[src/rtl/muldiv_unit_pkg.sv]
// Shared types for the execute-stage multiply/divide unit.
//   md_op_t    : operation select (mult, multu, div, divu)
//   md_state_t : sequencing states of the iterative unit
package alu_package;

  typedef enum logic [1:0] {
    md_mult  = 2'd0,
    md_multu = 2'd1,
    md_div   = 2'd2,
    md_divu  = 2'd3
  } md_op_t;

  typedef enum logic [2:0] {
    IDLE,
    PREP,
    RUN,
    FIX,
    DONE
  } md_state_t;

  function automatic logic md_is_div(md_op_t op);
    return (op == md_div) || (op == md_divu);
  endfunction

  function automatic logic md_is_signed(md_op_t op);
    return (op == md_mult) || (op == md_div);
  endfunction

endpackage

[src/rtl/muldiv_unit_if.sv]
// Issue/result bundle between the pipeline controller and muldiv_unit.
//   master (controller): drives start_valid, op, a, b, flush
//   slave  (unit)      : drives start_ready, busy, done, div_by_zero, hi, lo
interface muldiv_unit_if #(
  parameter int unsigned WIDTH = 32
);
  import alu_package::*;

  logic             start_valid;
  logic             start_ready;
  md_op_t           op;
  logic [WIDTH-1:0] a;
  logic [WIDTH-1:0] b;
  logic             flush;
  logic             busy;
  logic             done;
  logic             div_by_zero;
  logic [WIDTH-1:0] hi;
  logic [WIDTH-1:0] lo;

  modport master (
    output start_valid, op, a, b, flush,
    input  start_ready, busy, done, div_by_zero, hi, lo
  );

  modport slave (
    input  start_valid, op, a, b, flush,
    output start_ready, busy, done, div_by_zero, hi, lo
  );

endinterface

[src/rtl/muldiv_unit_step.sv]
// One iteration of the magnitude multiply/divide, purely combinational.
//   i_is_div : 1 = restoring shift-subtract, 0 = radix-2 shift-add
//   i_acc    : mult {partial product, remaining multiplier bits}
//              div  {partial remainder, remaining dividend / quotient bits}
//   i_opnd   : multiplicand (mult) or divisor (div) magnitude
//   o_acc    : accumulator after this iteration
module muldiv_step #(
  parameter int unsigned WIDTH = 32
) (
  input  logic               i_is_div,
  input  logic [2*WIDTH-1:0] i_acc,
  input  logic [WIDTH-1:0]   i_opnd,
  output logic [2*WIDTH-1:0] o_acc
);

  logic [WIDTH:0] w_sum;
  logic [WIDTH:0] w_rem_sh;
  logic [WIDTH:0] w_diff;

  always_comb begin
    // Carry out of the add is kept as the new top bit before the right shift.
    w_sum    = {1'b0, i_acc[2*WIDTH-1:WIDTH]} + {1'b0, i_opnd};
    // Remainder shifted left with the next dividend bit; one extra bit so the
    // trial subtraction's borrow lands in bit WIDTH.
    w_rem_sh = i_acc[2*WIDTH-1:WIDTH-1];
    w_diff   = w_rem_sh - {1'b0, i_opnd};
    if (i_is_div) begin
      if (!w_diff[WIDTH]) begin
        o_acc = {w_diff[WIDTH-1:0], i_acc[WIDTH-2:0], 1'b1};
      end else begin
        o_acc = {w_rem_sh[WIDTH-1:0], i_acc[WIDTH-2:0], 1'b0};
      end
    end else if (i_acc[0]) begin
      o_acc = {w_sum, i_acc[WIDTH-1:1]};
    end else begin
      o_acc = {1'b0, i_acc[2*WIDTH-1:1]};
    end
  end

endmodule

[src/rtl/muldiv_unit.sv]
// Iterative MIPS mult/multu/div/divu unit writing HI/LO.
//   clk, rst_n : rising-edge clock, asynchronous active-low reset
//   md (slave) : start_valid/start_ready issue handshake, op/a/b operands,
//                flush abort, busy, done pulse qualified by div_by_zero,
//                hi/lo result registers
// Latency is WIDTH+3 cycles from accept to done, or 2 for divide by zero.
module muldiv_unit
  import alu_package::*;
#(
  parameter int unsigned WIDTH = 32
) (
  input logic          clk,
  input logic          rst_n,
  muldiv_unit_if.slave md
);

  localparam int unsigned CW = $clog2(WIDTH);
  localparam logic [CW-1:0] CNT_LAST = CW'(WIDTH - 1);

  md_state_t          r_state;
  md_state_t          w_state_nxt;
  md_op_t             r_op;
  logic [WIDTH-1:0]   r_a;
  logic [WIDTH-1:0]   r_b;
  logic [WIDTH-1:0]   r_opnd;
  logic [WIDTH-1:0]   r_hi;
  logic [WIDTH-1:0]   r_lo;
  logic [2*WIDTH-1:0] r_acc;
  logic [CW-1:0]      r_cnt;
  logic               r_neg_lo;
  logic               r_neg_hi;
  logic               r_done;
  logic               r_dbz;

  logic               w_accept;
  logic               w_is_div;
  logic               w_signed;
  logic               w_b_zero;
  logic [WIDTH-1:0]   w_mag_a;
  logic [WIDTH-1:0]   w_mag_b;
  logic [2*WIDTH-1:0] w_acc_step;
  logic [2*WIDTH-1:0] w_prod;
  logic [WIDTH-1:0]   w_fix_hi;
  logic [WIDTH-1:0]   w_fix_lo;

  assign w_accept = md.start_valid && (r_state == IDLE) && !md.flush;
  assign w_is_div = md_is_div(r_op);
  assign w_signed = md_is_signed(r_op);
  assign w_b_zero = (r_b == '0);
  assign w_mag_a  = (w_signed && r_a[WIDTH-1]) ? -r_a : r_a;
  assign w_mag_b  = (w_signed && r_b[WIDTH-1]) ? -r_b : r_b;

  muldiv_step #(.WIDTH(WIDTH)) u_step (
    .i_is_div (w_is_div),
    .i_acc    (r_acc),
    .i_opnd   (r_opnd),
    .o_acc    (w_acc_step)
  );

  always_comb begin
    w_prod   = r_neg_lo ? -r_acc : r_acc;
    w_fix_hi = w_prod[2*WIDTH-1:WIDTH];
    w_fix_lo = w_prod[WIDTH-1:0];
    if (w_is_div) begin
      w_fix_lo = r_neg_lo ? -r_acc[WIDTH-1:0] : r_acc[WIDTH-1:0];
      w_fix_hi = r_neg_hi ? -r_acc[2*WIDTH-1:WIDTH] : r_acc[2*WIDTH-1:WIDTH];
    end
  end

  always_ff @(posedge clk or negedge rst_n) begin
    if (!rst_n) begin
      r_state <= IDLE;
    end else begin
      r_state <= w_state_nxt;
    end
  end

  always_comb begin
    w_state_nxt = r_state;
    case (r_state)
      IDLE:    if (w_accept) w_state_nxt = PREP;
      PREP:    w_state_nxt = (w_is_div && w_b_zero) ? DONE : RUN;
      RUN:     if (r_cnt == CNT_LAST) w_state_nxt = FIX;
      FIX:     w_state_nxt = DONE;
      DONE:    w_state_nxt = IDLE;
      default: w_state_nxt = IDLE;
    endcase
    if (md.flush && (r_state != IDLE)) begin
      w_state_nxt = IDLE;
    end
  end

  always_ff @(posedge clk or negedge rst_n) begin
    if (!rst_n) begin
      r_op     <= md_mult;
      r_a      <= '0;
      r_b      <= '0;
      r_opnd   <= '0;
      r_acc    <= '0;
      r_cnt    <= '0;
      r_neg_lo <= 1'b0;
      r_neg_hi <= 1'b0;
      r_hi     <= '0;
      r_lo     <= '0;
      r_done   <= 1'b0;
      r_dbz    <= 1'b0;
    end else begin
      if (w_accept) begin
        r_op <= md.op;
        r_a  <= md.a;
        r_b  <= md.b;
      end
      if (r_state == PREP) begin
        r_cnt    <= '0;
        r_neg_lo <= w_signed && (r_a[WIDTH-1] ^ r_b[WIDTH-1]);
        r_neg_hi <= w_signed && r_a[WIDTH-1];
        if (w_is_div) begin
          r_acc  <= {{WIDTH{1'b0}}, w_mag_a};
          r_opnd <= w_mag_b;
        end else begin
          r_acc  <= {{WIDTH{1'b0}}, w_mag_b};
          r_opnd <= w_mag_a;
        end
        if (w_is_div && w_b_zero && !md.flush) begin
          r_hi <= r_a;
          r_lo <= '1;
        end
      end
      if (r_state == RUN) begin
        r_acc <= w_acc_step;
        r_cnt <= (r_cnt == CNT_LAST) ? '0 : r_cnt + 1'b1;
      end
      if ((r_state == FIX) && !md.flush) begin
        r_hi <= w_fix_hi;
        r_lo <= w_fix_lo;
      end
      // Both flags are only ever high during DONE; a flush has already
      // redirected w_state_nxt away from DONE, suppressing them.
      r_done <= (w_state_nxt == DONE);
      r_dbz  <= (w_state_nxt == DONE) && (r_state == PREP);
    end
  end

  assign md.start_ready = (r_state == IDLE);
  assign md.busy        = (r_state != IDLE);
  assign md.done        = r_done;
  assign md.div_by_zero = r_dbz;
  assign md.hi          = r_hi;
  assign md.lo          = r_lo;

endmodule

[src/flat_wrapper.sv]
// flat-port wrapper written by rule: the top's interface ports become plain ports
module muldiv_unit_flat import alu_package::*;
#(
  parameter int unsigned WIDTH = 32
)
  (clk, rst_n, md_start_valid, md_op, md_a, md_b, md_flush, md_start_ready, md_busy, md_done, md_div_by_zero, md_hi, md_lo);
  muldiv_unit_if #(.WIDTH(WIDTH)) md_i ();
  input logic clk;
  input logic rst_n;
  input wire logic [$bits(md_i.start_valid)-1:0] md_start_valid;
  input wire logic [$bits(md_i.op)-1:0] md_op;
  input wire logic [$bits(md_i.a)-1:0] md_a;
  input wire logic [$bits(md_i.b)-1:0] md_b;
  input wire logic [$bits(md_i.flush)-1:0] md_flush;
  output wire logic [$bits(md_i.start_ready)-1:0] md_start_ready;
  output wire logic [$bits(md_i.busy)-1:0] md_busy;
  output wire logic [$bits(md_i.done)-1:0] md_done;
  output wire logic [$bits(md_i.div_by_zero)-1:0] md_div_by_zero;
  output wire logic [$bits(md_i.hi)-1:0] md_hi;
  output wire logic [$bits(md_i.lo)-1:0] md_lo;
  assign md_i.start_valid = md_start_valid;
  assign md_i.op = md_op;
  assign md_i.a = md_a;
  assign md_i.b = md_b;
  assign md_i.flush = md_flush;
  assign md_start_ready = md_i.start_ready;
  assign md_busy = md_i.busy;
  assign md_done = md_i.done;
  assign md_div_by_zero = md_i.div_by_zero;
  assign md_hi = md_i.hi;
  assign md_lo = md_i.lo;
  muldiv_unit #(.WIDTH(WIDTH)) u_core (.clk(clk), .rst_n(rst_n), .md(md_i));
endmodule
[config.mk]
export PLATFORM = sky130hd
export DESIGN_NAME = muldiv_unit_flat
export DESIGN_NICKNAME = d
export VERILOG_FILES = /design/src/rtl/muldiv_unit_pkg.sv /design/src/rtl/muldiv_unit_if.sv /design/src/rtl/muldiv_unit_step.sv /design/src/rtl/muldiv_unit.sv /design/src/flat_wrapper.sv
export SDC_FILE = /design/constraint.sdc
export NUM_CORES = 1
export LEC_CHECK = 0
export CORE_ASPECT_RATIO = 0.8
export CORE_MARGIN = 2
export CORE_UTILIZATION = 55
export CTS_CLUSTER_SIZE = 8
export DETAILED_ROUTE_END_ITERATION = 10
export GPL_TIMING_DRIVEN = 0
export PLACE_DENSITY = 0.76
export SLEW_MARGIN = 20
export SYNTH_ARGS = -nofsm -noshare
export SYNTH_HDL_FRONTEND = slang
export SYNTH_SLANG_ARGS = --single-unit
[constraint.sdc]
create_clock -name clk -period 4.3 [get_ports clk]
set_clock_uncertainty 0.2 [all_clocks]
set_input_delay 1.29 -clock clk [delete_from_list [all_inputs] [get_ports clk]]
set_output_delay 1.29 -clock clk [all_outputs]
set_load 0.02 [all_outputs]
Word-level counts from Yosys, hierarchy flattened
Index checks and enable logic that the tools add are counted.
- bitwise operators: 1
- multiplexer cells: 28
- reduce and logical (&&, ||, !) cells: 21
- add/subtract/negate cells: 8
- equal/unequal tests: 7
- operators by type and width (operator ; number):
    32-bit two-way mux ; 14
    64-bit two-way mux ; 6
    32-bit negator ; 4
    64-bit negator ; 1
    32-bit by 32-bit adder with 33-bit output ; 1
    33-bit by 32-bit subtractor with 33-bit output ; 1
    32-bit logical NOT ; 1
    5-bit two-way mux ; 3
    3-bit two-way mux ; 4
    3-bit case mux with 4 select lines ; 1
    1-bit logical AND ; 10
    3-bit by 2-bit == test with 1-bit output, second input constant ; 2
    2-bit nonzero test ; 3
    5-bit by 1-bit adder with 5-bit output, second input constant ; 1
    5-bit == test, second input constant ; 1
    2-bit == test, second input constant ; 2
    3-bit by 1-bit == test with 1-bit output, second input constant ; 1
    3-bit == test, second input constant ; 1
    3-bit logical NOT ; 1
    3-bit nonzero test ; 1
    2-bit logical NOT ; 1
    1-bit logical OR ; 2
    2-bit AND reduction ; 1
    1-bit logical NOT ; 1
    1-bit bitwise XOR ; 1
- output and inout port bits: 68
- register bits after elaboration: 238
- logic and storage cells: 78
- input bits: 70

Longest topological paths before layout
Gate-level depths: netlist (run 1).
- depth after elaboration: 8
- mapped depth: 13
- depth with buffers taken out: 12

Modules after synthesis
A second synthesis (run 1) with hierarchy kept.
- cell total of the unflattened synthesis: 1984
- area total of the unflattened synthesis: 17623.2 µm²
- by module, submodules not included (module ; area an instance (µm²) ; times used ; cells each ; sequential area each (µm²)):
    muldiv_unit ; 12808.5 ; 1 ; 1304 ; 5955.7
    muldiv_step ; 4814.6 ; 1 ; 680 ; 0.0

Worst setup path after synthesis (run 1)
Ideal clock, no wire load.
- kind: register -> register
- start point: register u_core.r_acc[38]
- end point: register u_core.r_acc[47]
- required time: 3.979 ns
- slack: 0.914 ns
- stages on the path, launching flop included: 12
- setup time: 0.121 ns
- arrival time: 3.065 ns
- buffers on the path: 1
- clock period less this slack: 3.386 ns
- cell sequence: dfrtp_1 -> ha_1 -> a21oi_1 -> a2bb2oi_1 -> o2111ai_1 -> a21oi_1 -> o21ai_0 -> xor2_1 -> clkbuf_1 -> mux2i_1 -> a21oi_1 -> a22o_1
- cells in the longest elaborated chain, start to end: 4
- elaborated cells between the ends (all ways): 6
- classes of those cells: add/sub (2); mux (4)
- RTL lines (item ; line ; source):
    start, declared ; muldiv_unit.sv:28 ; logic [2*WIDTH-1:0] r_acc;
    start signal, assigned ; muldiv_unit.sv:118 ; r_acc <= {{WIDTH{1'b0}}, w_mag_a};
    start signal, assigned ; muldiv_unit.sv:121 ; r_acc <= {{WIDTH{1'b0}}, w_mag_b};
    start signal, assigned ; muldiv_unit.sv:130 ; r_acc <= w_acc_step;
    33-bit by 32-bit subtractor with 33-bit output / 32-bit by 32-bit adder with 33-bit output (equally long branches) ; muldiv_unit_step.sv:26, muldiv_unit_step.sv:22 ;
    64-bit two-way mux, on equally long branches ; muldiv_unit_step.sv:28, muldiv_unit_step.sv:33 ;
    64-bit two-way mux * ; muldiv_unit_step.sv:27 ; if (i_is_div) begin
    64-bit two-way mux * ; muldiv_unit.sv:129 ; if (r_state == RUN) begin
Every way passes the cells marked *; elsewhere a longest branch is shown, timed or not.
A chain may end at the register's enable or synchronous reset.

Final worst setup path (run 1)
- start point: register u_core.r_acc[32]
- end point: register u_core.r_acc[52]
The elaborated chain is that of the path after synthesis.

==> metrics.md, run 1 <==
| Metric | Value |
|---|---|
| Status | complete, no violations |
| Number of iterations in the first detailed-routing pass | 6 |
| Initial Util | 0.5623 |
| Final Util | 0.6581 |
| Cell Rows | 57 |
| Total Power | 17.65 mW |
| Most frequently used flop master after synthesis | dfrtp_1 |
| Critical Path Fanout Max | 10 |
| Setup Slack @ Placement | -415.8 ps |
| Post-synth ARST share | 1.000 |
| # DRC | 0 |
| CORE AREA | 30520 um^2 |
| Clock latency on the worst-skew pair | 530 ps |
| Slew Viols, Final | 0 |
| Final std cells w/o fill | 2603 |
| Clock sinks | 238 |
| Tot GR Track Use | 0.4112 |
| DPL Wire Length | 51380 um |
| Cell Area, Placed | 19110 um^2 |
| Post-synthesis cell count | 2010 |
| Initial antenna violation count | 1 |
| Worst Setup Start Kind | flop |
| WP data arrival | 4290 ps |
| Hold_ws | 298.9 ps |
| Finish-stage setup viols | 0 |
| Final Cell Area | 20090 um^2 |
| Dpl cells | 2562 |
| Post-synth EDFFs | 0 |
| Vias in the first global route | 16460 |
| Setup_tns | 0 ps |
| GP Congestion | 1.050 |
| Max clock buf depth | 3 |
| Gr ovfl total | 0 |
| First-pass GRT wire length | 101800 um |
| Routed len/inst | 25.77 um |
| Max-slew headroom | 0.2640 |
| Final wirelength | 67080 um |
| # IOs | 138 |
| Full die area | 32640 um^2 |
| Commonest non-fill, non-tap cell in the layout | dfrtp_1 |
| Num CTS Buffers | 35 |
| Crit end category | flop |
| Avg Inst Size Synth | 8.539 um^2 |
| Synthesized Nets | 2152 |
| Layout cells sized above 1 | 0.06670 |
| Post-DRT Antenna Nets | 0 |
| Mapped cell area | 17160 um^2 |
| Hold buffers post-CTS | 0 |
| Crit. Startpoint | u_core.r_acc[32] |
| H-Tree Depth | 2 |
| Die height | 162 um |
| Routed via count | 17500 |
| Final Hold Violating Endpoints | 0 |
| Largest net degree at the start of global routing | 101 |
| Part of the cycle the worst path needs | 0.9619 |
| Synth Register Bits | 238 |
| Synth Warn # | 0 |
| Kind of critical path | reg -> reg |
| Worst hold start | u_core.md.hi[25] |
| Min-delay worst type | reg -> reg |
| Req. time, crit path | 4460 ps |
| Max_cap viols | 0 |
| CTS tree | done |
| Clk pin slew, worst setup/hold paths | 50 ps |
| Netlist cell types | 75 |
| Tightest Pin Transition | 1104 ps |
| Syn-to-layout area delta | 17.05% |
| Sequential area share after synthesis | 0.3470 |
| Initial drt markers | 2521 |
| Vias per cell | 6.725 |
| Worst reg2reg startpoint | u_core.r_acc[32] |
| Fmax | 241.8 MHz |
| Fillers | 2593 |
| Pwr Density | 878.5 nW/um^2 |
| Most frequent cells in the layout | dfrtp_1, nand2_1, a21oi_1 |
| Die W | 201.5 um |
| Root buf cell | clkbuf_16 |
| I/O Buffers | 137 |
| Peak supply drop | 0.4226 mV |
| Min Tclk post-route | 4136 ps |
| PnR worst setup slack | 164.0 ps |
| Nets | 2329 |
| Lkg Pwr | 8.443 nW |
-- power by group --
| group | internal [mW] | total [mW] | switching, mW |
|---|---|---|---|
| sequential | 3.05 | 4.39 | 1.35 |
| combinational | 4.11 | 10.7 | 6.62 |
| clock | 1.51 | 2.52 | 1.01 |
| total | 8.67 | 17.6 | 8.98 |
-- layout make-up --
cell class	instances	area (um^2)	share of cell area
multi-input combinational	1586	10520	0.5236
antenna	1	2.502	0.0001246
inverter	59	221.5	0.01102
buffer	126	494.2	0.02460
sequential	238	5956	0.2965
tap	413	516.7	0.02572
timing repair buffer	141	1446	0.07200
clock buffer	39	933.4	0.04646
-- kinds of logic (layout without fill, tap and decap cells) --
family                   Yosys count  count (layout)  synth area share
adder cells (fa/ha/maj)           72              72           0.05336
multiplexers                     137             137           0.08515
buffers and inverters            186             365           0.04155
other                              0               1                 0
XOR/XNOR                         168             168           0.08573
AND/OR/NAND/NOR                  600             600            0.1650
flip-flops                       238             238            0.3470
AO/OA/AOI/OAI                    609             609            0.2222
-- metal layers --
layer	global-route usage	vias up	part of all wire	wire, um
met4	0.1390	0	0.039	2645
met2	0.5679	1243	0.39	26160
met5	0	-	0	0
met1	0.5960	8438	0.42	28150
met3	0.1431	197	0.15	10120
li1	-	7626	-	-
-- flip-flops by register name (all words and copies together) (netlist names), 3 cells and up --
signal and count:
u_core.md.hi 32, u_core.r_acc 64, u_core.r_cnt 5, u_core.r_b 32, u_core.r_a 32, u_core.r_opnd 32
u_core.md.lo 32, u_core.r_state 3
-- worst max-delay path, stage by stage, from the launching register on --
cell and delay, ps:
dfrtp_1 520, inv_1 250, fa_1 540, nor2b_1 180, o2111ai_1 210, nand3_1 200
a21oi_2 140, o21ai_0 470, xor2_2 180, buf_4 190, clkbuf_2 350, mux2i_1 380
a221oi_1 150
-- repair_timing --
action / 4_1_cts / 5_1_grt
pin swaps: 0 / 1
setup endpoints to repair: 30 / 41
gates resized for setup: 4 / 7
buffers inserted: 0 / 2
-- final timing paths --
path	depth (start not counted)	slack [ps]	endpoint
min in group asynchronous	1	540	u_core.md.lo[21]
setup / recovery	12	160	u_core.r_acc[52]
hold / removal	2	300	u_core.md.hi[25]
max in group asynchronous	2	2420	u_core.md.hi[31]
setup reg to reg	12	160	u_core.r_acc[52]
hold reg to reg	2	300	u_core.md.hi[25]
-- cells in the mapped netlist (26+ instances only) --
master	count	share of area
dfrtp_1	238	0.35
nand2_1	213	0.047
a21oi_1	191	0.056
o21ai_0	164	0.048
nor2_1	159	0.035
clkbuf_1	107	0.023
xor2_1	90	0.046
xnor2_1	78	0.040
mux2_2	72	0.047
ha_1	70	0.051
mux2i_1	65	0.038
inv_1	59	0.013
nor3_1	46	0.013
a211oi_1	36	0.016
nand2b_1	26	0.0095
o221ai_1	26	0.013
(Power assumes the default switching activity.)
==> run 2: changes to the inputs <==
--- a/config.mk
+++ b/config.mk
@@ -12,6 +12,7 @@
 export DETAILED_ROUTE_END_ITERATION = 10
 export GPL_TIMING_DRIVEN = 0
 export PLACE_DENSITY = 0.76
+export REMOVE_ABC_BUFFERS = 1
 export SLEW_MARGIN = 20
 export SYNTH_ARGS = -nofsm -noshare
 export SYNTH_HDL_FRONTEND = slang
==> constraint.sdc (replaced) <==
create_clock -name clk -period 4.3 [get_ports clk]
set_clock_uncertainty 0.2 [all_clocks]
set_input_delay 1.29 -clock clk [delete_from_list [all_inputs] [get_ports clk]]
set_output_delay 1.29 -clock clk [all_outputs]
set_load 0.005 [all_outputs]
==> metrics.md, run 2 (synthesis gave the netlist of run 1 again) <==
| Metric | Value |
|---|---|
| # DRC | 0 (unchanged) |
| Routed len/inst | 21.88 um (was 25.77 um) |
| Largest net degree at the start of global routing | 83 (was 101) |
| Crit end category | flop (unchanged) |
| Worst r2r path cells | 11 (was 12) |
| Vias in the first global route | 15460 (was 16460) |
| Post-DRT Antenna Nets | 0 (unchanged) |
| Min Tclk post-route | 4116 ps (was 4136 ps) |
| Critical Path Fanout Max | 32 (was 10) |
| Tightest Pin Transition | 1043 ps (was 1104 ps) |
| Number of iterations in the first detailed-routing pass | 6 (unchanged) |
| Tot GR Track Use | 0.3331 (was 0.4112) |
| Worst reg2reg startpoint | u_core.r_b[6] (was u_core.r_acc[32]) |
| Final wirelength | 54800 um (was 67080 um) |
| # IOs | 138 (unchanged) |
| I/O Buffers | 137 (unchanged) |
| CP bufs+invs | 3 (unchanged) |
| First-pass GRT wire length | 86360 um (was 101800 um) |
| CORE AREA | 30520 um^2 (unchanged) |
| Initial Util | 0.5623 (unchanged) |
| Num CTS Buffers | 35 (unchanged) |
| Clk pin slew, worst setup/hold paths | 50 ps (about the same) |
| Final Hold Violating Endpoints | 0 (unchanged) |
| Finish-stage setup viols | 0 (unchanged) |
| Clock latency on the worst-skew pair | 520 ps (was 530 ps) |
| Clock sinks | 238 (unchanged) |
| Cell Rows | 57 (unchanged) |
| CP cell instances | or4_1, or3_1, nor4_2, and2_1, and4b_1, o21ai_4, buf_16, clkinv_2, buf_12, nor2_1, a21oi_1 (was inv_1, fa_1, nor2b_1, o2111ai_1, nand3_1, a21oi_2, o21ai_0, xor2_2, buf_4, clkbuf_2, mux2i_1, a221oi_1) |
| Setup_tns | 0 ps (unchanged) |
| Layout cells sized above 1 | 0.08652 (was 0.06670) |
| Part of the cycle the worst path needs | 0.9573 (was 0.9619) |
| DPL Wire Length | 40290 um (was 51380 um) |
| Kind of critical path | reg -> reg (unchanged) |
| Vias per cell | 6.460 (was 6.725) |
| Setup Slack @ Placement | -200.4 ps (was -415.8 ps) |
| PnR worst setup slack | 183.5 ps (was 164.0 ps) |
| Top Usage Layer GRT | met2 (was met1) |
| Initial antenna violation count | 0 (was 1) |
| Hold Path Depth | 2 (unchanged) |
| Fmax | 242.9 MHz (was 241.8 MHz) |
| Max reg flops | 64 (unchanged) |
| M3 GR Usage | 0.05417 (was 0.1431) |
| Commonest non-fill, non-tap cell in the layout | dfrtp_1 (unchanged) |
| Peak supply drop | 0.3893 mV (was 0.4226 mV) |
| WP data arrival | 4350 ps (was 4290 ps) |
| Most frequent cells in the layout | dfrtp_1, nand2_1, a21oi_1 (unchanged) |
| Full die area | 32640 um^2 (unchanged) |
| Flop-to-flop setup slack | 180 ps (was 160 ps) |
| Root buf cell | clkbuf_16 (unchanged) |
| Worst Setup Start Kind | flop (unchanged) |
| GP Congestion | 0.9004 (was 1.050) |
| CP peak stage delay | 610 ps (was 540 ps) |
| CP delay by family, top | simple AND/OR/NAND/NOR gates (was compound AO/OA/AOI/OAI gates) |
| Reg-to-Reg End | u_core.md.lo[3] (was u_core.r_acc[52]) |
| H-Tree Depth | 2 (unchanged) |
| Pwr Density | 819.0 nW/um^2 (was 878.5 nW/um^2) |
| Met2 usage | 0.5088 (was 0.5679) |
| Sink of the worst hold path | u_core.md.hi[2] (was u_core.md.hi[25]) |
| Gr ovfl total | 0 (unchanged) |
| Die height | 162 um (unchanged) |
| Grt met1 use | 0.4853 (was 0.5960) |
| Crit. Startpoint | u_core.r_b[6] (was u_core.r_acc[32]) |
| Max-slew headroom | 0.3033 (was 0.2640) |
| Top reg by flops | u_core.r_acc (unchanged) |
| Min-delay worst type | reg -> reg (unchanged) |
| CTS tree | done (unchanged) |
| Slew Viols, Final | 0 (unchanged) |
| RSZ-0062 raised after global routing | no |
| Final Util | 0.6592 (was 0.6581) |
| Die W | 201.5 um (unchanged) |
| Req. time, crit path | 4530 ps (was 4460 ps) |
| Diode count | 0 (was 1) |
| Initial drt markers | 1455 (was 2521) |
| Critical path's slowest cell | or4_1 (was fa_1) |
| Max clock buf depth | 3 (unchanged) |
| Routed via count | 16180 (was 17500) |
| Lkg Pwr | 8.482 nW (was 8.443 nW) |
| Status | complete, no violations (unchanged) |
| Syn-to-layout area delta | 17.24% (was 17.05%) |
| Nets | 2228 (was 2329) |
| Max_cap viols | 0 (unchanged) |
| Worst hold start | u_core.md.hi[2] (was u_core.md.hi[25]) |
## run 2: cell count changes in the layout (fill, tap and decap cells not counted), moves of 4 or more
cell / previous run / this run
inv_1: 59 / 55
buf_1: 13 / 0
buf_4: 2 / 8
clkbuf_1: 105 / 5
buf_6: 1 / 5
buf_2: 5 / 0
buf_12: 0 / 6
buf_16: 2 / 9
## run 2: layout make-up
cell class                      instances  area, um^2
Clock buffer                           40       894.6
Sequential cell                       238        5962
Multi-Input combinational cell       1586       10590
Tap cell                              413       516.7
Clock inverter                          3       55.05
Inverter                               59       226.5
Fill cell                            2570       10400
Timing Repair Buffer                  166        1876
## run 2: worst max-delay path by stage
stage	to	slack (ps)	cells past startpoint
2_1_floorplan	u_core.md.hi[15]	-2330	8
3_3_place_gp	u_core.r_acc[37]	-8430	1
3_5_place_dp	u_core.md.hi[20]	-200	9
4_1_cts	u_core.md.hi[20]	30	9
5_1_grt	u_core.r_acc[45]	40	14
6_report	u_core.md.lo[3]	180	11
## run 2: layer usage
metal / wire length, um / vias to the layer above
met5: 0 / -
met4: 1687 / 0
met3: 4791 / 129
met2: 23830 / 760
met1: 24490 / 7857
li1: - / 7436
## run 2: report_power, final
group          switching, mW  leakage, nW  internal [mW]
Sequential              1.46         2.96           3.05
Combinational           5.28         5.06           4.22
Clock                   1.01        0.460           1.46
## run 2: worst register-to-register path, delay by kind of cell, from the launching register on
family / cells / cell delay [ps]
compound gates: 2 / 320
simple gates: 6 / 2250
flops: 1 / 440
buf+inv: 3 / 830
## run 2: what timing repair did
item | in CTS | in global routing
hold buffers | 0 | 0
resized for setup | 5 | 5
endpoints found under the hold margin | 0 | 0
setup endpoints to repair | 43 | 15
buffers inserted | 0 | 5
## run 2: stage by stage
step           hold WS, ps  power, mW  std cells  cell area, um^2
2_1_floorplan        238.9      10.54       1883            16670
6_report             283.0      16.48       2505            20120
3_5_place_dp         274.6      13.59       2457            19100
3_3_place_gp         250.9      13.07       2433            18560
5_1_grt              313.5      17.62       2505            20120
4_1_cts              289.8      16.20       2500            20070
==> run 3: changes to the inputs <==
--- a/config.mk
+++ b/config.mk
@@ -13,7 +13,6 @@
 export GPL_TIMING_DRIVEN = 0
 export PLACE_DENSITY = 0.76
 export REMOVE_ABC_BUFFERS = 1
-export SLEW_MARGIN = 20
 export SYNTH_ARGS = -nofsm -noshare
 export SYNTH_HDL_FRONTEND = slang
 export SYNTH_SLANG_ARGS = --single-unit
==> metrics.md, run 3 (synthesis gave the netlist of run 1 again) <==
| Metric | Value |
|---|---|
| Top reg by flops | u_core.r_acc (unchanged) |
| Critical Path Fanout Max | 45 (was 32) |
| Crit end category | flop (unchanged) |
| Kind of critical path | reg -> reg (unchanged) |
| Req. time, crit path | 4450 ps (was 4530 ps) |
| Peak supply drop | 0.3909 mV (was 0.3893 mV) |
| Full die area | 32640 um^2 (unchanged) |
| Worst Setup Start Kind | flop (unchanged) |
| H-Tree Depth | 2 (unchanged) |
| Worst hold start | u_core.md.hi[2] (unchanged) |
| Part of the cycle the worst path needs | 0.9807 (was 0.9573) |
| Max clock buf depth | 3 (unchanged) |
| Clock sinks | 238 (unchanged) |
| Vias per cell | 6.450 (was 6.460) |
| Die W | 201.5 um (unchanged) |
| Max_cap viols | 0 (unchanged) |
| Gr ovfl total | 0 (unchanged) |
| Fmax | 237.1 MHz (was 242.9 MHz) |
| Initial drt markers | 1560 (was 1455) |
| Finish-stage setup viols | 0 (unchanged) |
| Min Tclk post-route | 4217 ps (was 4116 ps) |
| Max reg flops | 64 (unchanged) |
| Final Hold Violating Endpoints | 0 (unchanged) |
| Number of iterations in the first detailed-routing pass | 6 (unchanged) |
| Tightest Pin Transition | 1402 ps (was 1043 ps) |
| Initial Util | 0.5623 (unchanged) |
| Commonest non-fill, non-tap cell in the layout | dfrtp_1 (unchanged) |
| DPL Wire Length | 39630 um (was 40290 um) |
| Status | complete, no violations (unchanged) |
| Worst reg2reg startpoint | u_core.r_acc[0] (was u_core.r_b[6]) |
| Routed via count | 16080 (was 16180) |
| Initial antenna violation count | 1 (was 0) |
| Most frequent cells in the layout | dfrtp_1, nand2_1, a21oi_1 (unchanged) |
| GP Congestion | 0.9004 (unchanged) |
| Root buf cell | clkbuf_16 (unchanged) |
| Final wirelength | 54620 um (was 54800 um) |
| Nets | 2219 (was 2228) |
| Routed len/inst | 21.91 um (was 21.88 um) |
| WP data arrival | 4370 ps (was 4350 ps) |
| Die height | 162 um (unchanged) |
| Max-slew headroom | 0.06537 (was 0.3033) |
| I/O Buffers | 137 (unchanged) |
| Hold buffers post-CTS | 0 (unchanged) |
| Cell Rows | 57 (unchanged) |
| Clock latency on the worst-skew pair | 520 ps (about the same) |
| Layout cells sized above 1 | 0.08029 (was 0.08652) |
| Tot GR Track Use | 0.3312 (was 0.3331) |
| Syn-to-layout area delta | 16.58% (was 17.24%) |
| Total Power | 16.37 mW (was 16.48 mW) |
| First-pass GRT wire length | 85720 um (was 86360 um) |
| CTS tree | done (unchanged) |
| Pwr Density | 818.4 nW/um^2 (was 819.0 nW/um^2) |
| Final Util | 0.6555 (was 0.6592) |
| Slew Viols, Final | 0 (unchanged) |
| # IOs | 138 (unchanged) |
| Num CTS Buffers | 35 (unchanged) |
| Lkg Pwr | 8.430 nW (was 8.482 nW) |
| Largest net degree at the start of global routing | 113 (was 83) |
| Diode count | 0 (unchanged) |
| Crit. Startpoint | u_core.r_acc[0] (was u_core.r_b[6]) |
| # DRC | 0 (unchanged) |
| Clk pin slew, worst setup/hold paths | 50 ps (about the same) |
| Vias in the first global route | 15350 (was 15460) |
| CORE AREA | 30520 um^2 (unchanged) |
| Post-DRT Antenna Nets | 0 (unchanged) |
| Min-delay worst type | reg -> reg (unchanged) |
| RSZ-0062 raised after global routing | no (unchanged) |
==> run 3: cell type report <==
cell class / count / area (um^2)
Clock buffer: 38 / 897.1
Clock inverter: 2 / 28.78
Fill cell: 2590 / 10520
Inverter: 59 / 225.2
Multi-Input combinational cell: 1586 / 10590
Sequential cell: 238 / 5961
Tap cell: 413 / 516.7
Timing Repair Buffer: 157 / 1792
==> run 3: path summary, 6_finish.rpt <==
path | end | slack (ps) | cells after the start
max | u_core.md.hi[20] | 80 | 9
min | u_core.md.hi[2] | 280 | 2
max reg2reg | u_core.md.hi[20] | 80 | 9
min reg2reg | u_core.md.hi[2] | 280 | 2
max in group asynchronous | u_core.r_acc[0] | 2100 | 3
min in group asynchronous | u_core.r_b[24] | 470 | 1
==> run 3: repair_timing <==
action | in CTS | in global routing
endpoints found under the setup margin | 32 | 13
resized for setup | 3 | 6
pin swaps | 0 | 0
setup buffers | 0 | 0
==> run 3: layer usage <==
metal  GRT usage  wire [um]  up-vias
met1      0.4757      24480     7831
li1            -          -     7407
met3     0.06059       4669      132
met4      0.1123       1841        0
met2      0.5055      23630      710
met5           0          0        -
==> run 3: critical path, stage by stage, from the launching register on <==
cell and delay, ps:
dfrtp_2 500, buf_12 230, clkinvlp_4 320, ha_1 360, or3b_2 610, o41a_1 550, or4b_4 620, o31ai_1 310
xor2_1 230, a211oi_1 100
==> run 3: power breakdown <==
| group | internal, mW | switching, mW | leakage (nW) | total (mW) |
|---|---|---|---|---|
| registers | 3.05 | 1.43 | 2.96 | 4.48 |
| clock network | 1.46 | 0.992 | 0.455 | 2.46 |
| logic | 4.15 | 5.28 | 5.01 | 9.44 |
==> run 3: stage by stage <==
step | instances | worst slack, ps | instance area [um^2] | hold slack, ps | setup TNS, ps
final | 2493 | 83.07 | 20010 | 284.8 | 0
after CTS | 2492 | 49.54 | 19960 | 287.7 | 0
after global routing | 2493 | 16.49 | 20010 | 291.3 | 0
after floorplan | 1883 | -2331 | 16670 | 238.9 | -187140
after detailed placement | 2452 | -90.43 | 19020 | 274.3 | -229.2
after global placement | 2433 | -8428 | 18560 | 250.9 | -2676010
